===== src/rtl/aes_axis_dwconv_128to32.sv =====
// AXI-stream 128-to-32 width down-converter, most-significant word first, with tlast on the final word.
// Optional macro AES_DWCONV_PREFETCH_EN adds a second block buffer so s_axis_tready comes from a register.
module aes_axis_dwconv_128to32 #(
    parameter int IN_WIDTH  = 128,
    parameter int OUT_WIDTH = 32
) (
    input  logic                 clk,
    input  logic                 rst,
    input  logic                 s_axis_tvalid,
    output logic                 s_axis_tready,
    input  logic                 s_axis_tlast,
    input  logic [IN_WIDTH-1:0]  s_axis_tdata,
    output logic                 m_axis_tvalid,
    input  logic                 m_axis_tready,
    output logic                 m_axis_tlast,
    output logic [OUT_WIDTH-1:0] m_axis_tdata,
    output logic [15:0]          pkt_count
);
    localparam int RATIO = IN_WIDTH / OUT_WIDTH;
    localparam int IDX_W = (RATIO > 1) ? $clog2(RATIO) : 1;
    localparam logic [IDX_W-1:0] LAST_IDX = IDX_W'(RATIO - 1);

    logic [IN_WIDTH-1:0] hold;
    logic                hold_last;
    logic                full;
    logic [IDX_W-1:0]    idx;
    logic [IN_WIDTH-1:0] hold_shift;

    logic                out_fire;
    logic                last_fire;
    logic                hold_free;
    logic                in_fire;
    logic                load_hold;
    logic [IN_WIDTH-1:0] hold_src_data;
    logic                hold_src_last;

    assign out_fire  = full & m_axis_tready;
    assign last_fire = out_fire & (idx == LAST_IDX);
    assign hold_free = ~full | last_fire;
    assign in_fire   = s_axis_tvalid & s_axis_tready;

`ifdef AES_DWCONV_PREFETCH_EN
    logic [IN_WIDTH-1:0] next_data;
    logic                next_last;
    logic                next_full;
    logic                load_next;
    logic                refill;

    // Ready depends only on the prefetch slot, never on the downstream ready.
    assign s_axis_tready = ~rst & ~next_full;
    assign refill        = hold_free & next_full;
    assign load_next     = in_fire & ~hold_free;
    assign load_hold     = refill | (in_fire & hold_free);
    assign hold_src_data = next_full ? next_data : s_axis_tdata;
    assign hold_src_last = next_full ? next_last : s_axis_tlast;

    always_ff @(posedge clk or posedge rst) begin
        if (rst) begin
            next_full <= 1'b0;
        end else if (load_next) begin
            next_full <= 1'b1;
        end else if (refill) begin
            next_full <= 1'b0;
        end
    end

    always_ff @(posedge clk) begin
        if (load_next) begin
            next_data <= s_axis_tdata;
            next_last <= s_axis_tlast;
        end
    end
`else
    // A new beat can land on the same edge the last word leaves, so blocks run back to back.
    assign s_axis_tready = ~rst & hold_free;
    assign load_hold     = in_fire;
    assign hold_src_data = s_axis_tdata;
    assign hold_src_last = s_axis_tlast;
`endif

    always_ff @(posedge clk or posedge rst) begin
        if (rst) begin
            full      <= 1'b0;
            idx       <= '0;
            pkt_count <= '0;
        end else begin
            if (load_hold) begin
                full <= 1'b1;
                idx  <= '0;
            end else if (last_fire) begin
                full <= 1'b0;
            end else if (out_fire) begin
                idx <= idx + 1'b1;
            end
            if (out_fire & m_axis_tlast) begin
                pkt_count <= pkt_count + 16'd1;
            end
        end
    end

    // Payload registers carry no reset; outputs are gated by full instead.
    always_ff @(posedge clk) begin
        if (load_hold) begin
            hold      <= hold_src_data;
            hold_last <= hold_src_last;
        end
    end

    assign hold_shift    = hold << (OUT_WIDTH * idx);
    assign m_axis_tvalid = full;
    assign m_axis_tlast  = full & hold_last & (idx == LAST_IDX);
    assign m_axis_tdata  = full ? hold_shift[IN_WIDTH-1 -: OUT_WIDTH] : '0;

endmodule

===== config.mk =====
export PLATFORM = sky130hd
export DESIGN_NAME = aes_axis_dwconv_128to32
export DESIGN_NICKNAME = d
export VERILOG_FILES = /design/src/rtl/aes_axis_dwconv_128to32.sv
export SDC_FILE = /design/constraint.sdc
export NUM_CORES = 1
export LEC_CHECK = 0
export ABC_AREA = 0
export BUFFER_PORTS_ARGS = -buffer_cell sky130_fd_sc_hd__buf_2
export CAP_MARGIN = 10
export CORE_ASPECT_RATIO = 0.8
export CORE_UTILIZATION = 35
export DETAILED_ROUTE_END_ITERATION = 12
export PLACE_DENSITY = 0.7
export SLEW_MARGIN = 20
export SYNTH_ARGS = -nofsm -noshare
export SYNTH_HDL_FRONTEND = slang
export SYNTH_SLANG_ARGS = --single-unit

===== constraint.sdc =====
create_clock -name clk -period 5.4 [get_ports clk]
set_input_delay 0.27 -clock clk [delete_from_list [all_inputs] [get_ports clk]]
set_output_delay 0.27 -clock clk [all_outputs]
set_load 0.01 [all_outputs]

==> impl_metrics.toml <==
[cts]
numCtsBuffers = 17
cts_max_path_buffers = 2
path_clk_slew_ns = 0.07
cts-resized-gates = 0
h-tree-depth = 4
insertion_delay_ns = 0.41
cts.sinks = 148
root_buffer = "clkbuf_16"
cts_tree = "yes"

[yosys]
synth_warnings = 0
postSynthAreaPerCell_um2 = 20.2
yosysTopAreaCell = "edfxtp_1"
syn_area_um2 = 5780
ys.flop_type = "edfxtp_1"
syn_nets = 421
synth_edf_count = 129
yosysTopAreaCellShare = 0.671
synth_most_common_cell = "edfxtp_1"
netlist_instances = 286
synth.area.top_cells = "edfxtp_1, mux4_2, dfrtp_1"
ys_seq_area_frac = 0.753
yosys-top-cells-count = "edfxtp_1, and2_1, mux4_2"
synthArstFlopShare = 0.128
netlist-cell-type-count = 27
ys_seq_elements = 148

[drt]
drt_iter0_markers = 114
vias_per_cell = 4.64
antenna_left = 0
wl_per_cell_um = 16.3
dr.pass1.iters = 4
route.detailed.drc = 0
vias = 3383
wl_mm = 11.9

[timing]
rsz0062_at_grt = "no"
period_needed_ns = 3.29
timing.setup.tns_ns = 0
finalHoldViolations = 0
worst_pin_slew_ns = 0.939
slew_violations = 0
fin_skew_ns = 0.00752
relSlewSlack = 0.374
fin_crit_sh = 0.610
setup_viol = 0
hold_slack_ns = 0.0249
max_freq_mhz = 304

[setup_path]
crit_buf_inv = 1
cp-end-kind = "register"
path_delay_family = "flip-flops"
crit_chain = "ha_1, nand2_1, a21oi_1, and2_4, buf_4"
critPathLaunchType = "register"
cpPeakStageDelay_ns = 0.96
cp.required_ns = 5.47
critPathLaunch = "idx[1]"
path_class = "reg2reg"
crit_fanout = 74
arrival_ns = 3.36
crit_path_top_delay_cell = "dfrtp_2"
rr_startpoint = "idx[1]"

[power]
p_leak_nw = 3.02
cellPowerDensity_nw_per_um2 = 463
irDropWorstVdd_uv = 259

[global_route]
track_usage = 0.145
grt_pass1_wl_mm = 17.8
antenna_found_initial = 0
grt_pass1_vias = 3404
grt_max_degree = 75
grt-ovfl-total = 0

[floorplan]
die_w_um = 146
num_rows = 41
start_util = 0.362
ios = 184
die_height_um = 117
core_area_um2 = 16000
die_area_um2 = 17000

[min_path]
min_from = "s_axis_tdata[5]"
hold_path_class = "in2reg"

[cells_and_area]
syn_to_final_growth_pct = 33.8
drive_gt1_frac = 0.506
insertedDiodeCount = 0
nNetsFinal = 636

[placement]
io_buffers = 183
dp_hpwl_mm = 7.82
gp_congestion = 0.787

[flow_run]
drv_cap = 0

[status]
status = "finished, final reports clean"
-- worst reg2reg max path, stage by stage, from the launching register on --
cell and delay, ns:
dfrtp_2 0.96, ha_1 0.37, nand2_1 0.10, a21oi_1 0.18, and2_4 0.80, buf_4 0.53
-- repair_timing --
action                    CTS  global route
setup buffers               0             0
hold buffers                6            15
hold endpoints to repair    8            15
-- cells in the final DEF, fill, tap and decap left out, types with 4 or more instances in the layout --
| cell | netlist | routed |
|---|---|---|
| dfrtp_1 | 19 | 17 |
| xor2_1 | 5 | 5 |
| nor3_2 | 4 | 4 |
| nand3_1 | 6 | 6 |
| xnor2_1 | 11 | 11 |
| dlygate4sd3_1 | 0 | 21 |
| nand4_1 | 4 | 4 |
| buf_2 | 3 | 183 |
| buf_4 | 1 | 4 |
| mux4_2 | 32 | 32 |
| clkinv_4 | 0 | 4 |
| and2_1 | 33 | 32 |
| clkbuf_16 | 0 | 17 |
| nand2_1 | 9 | 9 |
| edfxtp_1 | 129 | 129 |
| nor2_1 | 6 | 6 |
-- through the flow --
stage                     setup slack, ns  area [um2]  utilization  power, mW  cells
final                                2.11        7730        0.485       3.58    729
after global routing                 1.79        7730        0.485       3.77    729
after CTS                            2.00        7580        0.475       3.64    714
after detailed placement             2.03        6910        0.433       2.42    676
after global placement               2.11        6910        0.433       2.40    676
after floorplan                     0.911        5780            -       2.12    286
-- logic make-up (layout without fill, tap and decap cells) --
kind of cell,after synthesis,after routing,synth area share
buf+inv,15,243,0.0162
compound gates,2,2,0.00217
mux,33,33,0.127
fa+ha+maj,2,2,0.00433
xor+xnor,16,16,0.0243
simple gates,70,70,0.0734
flops,148,148,0.753
-- sequential cells by signal (all words and copies together), names as in the netlist --
| name | cells |
|---|---|
| idx | 2 |
| pkt_count | 16 |
| m_axis_tvalid | 1 |
| hold_last | 1 |
| hold | 128 |
-- final timing paths --
path / slack [ns] / cells past startpoint / to
max: 2.11 / 5 / hold[88]
max reg2reg: 2.11 / 5 / hold[88]
min: 0.02 / 1 / hold[5]
min in group asynchronous: 0.55 / 3 / idx[0]
max in group asynchronous: 4.32 / 3 / idx[1]
min reg2reg: 0.50 / 1 / pkt_count[14]
-- power breakdown --
| group | total, mW | switching, mW | internal, mW |
|---|---|---|---|
| registers | 1.47 | 0.0856 | 1.39 |
| logic | 0.905 | 0.434 | 0.471 |
| clock network | 1.20 | 0.470 | 0.732 |
-- final cells by class --
cell class / count / area (um2)
Sequential cell: 148 / 4350
Multi-Input combinational cell: 123 / 1340
Fill cell: 1381 / 8220
Clock buffer: 18 / 429
Tap cell: 215 / 269
Clock inverter: 14 / 178
Inverter: 3 / 11.3
Timing Repair Buffer: 208 / 1160
-- routing by layer --
metal / GRT usage / vias up / share of wire
met1: 0.177 / 1682 / 0.43
met5: 0 / - / 0
met4: 0.0505 / 0 / 0.011
met3: 0.0570 / 11 / 0.065
met2: 0.237 / 138 / 0.50
li1: - / 1552 / -
No activity file was read; power rests on OpenSTA's default activity.
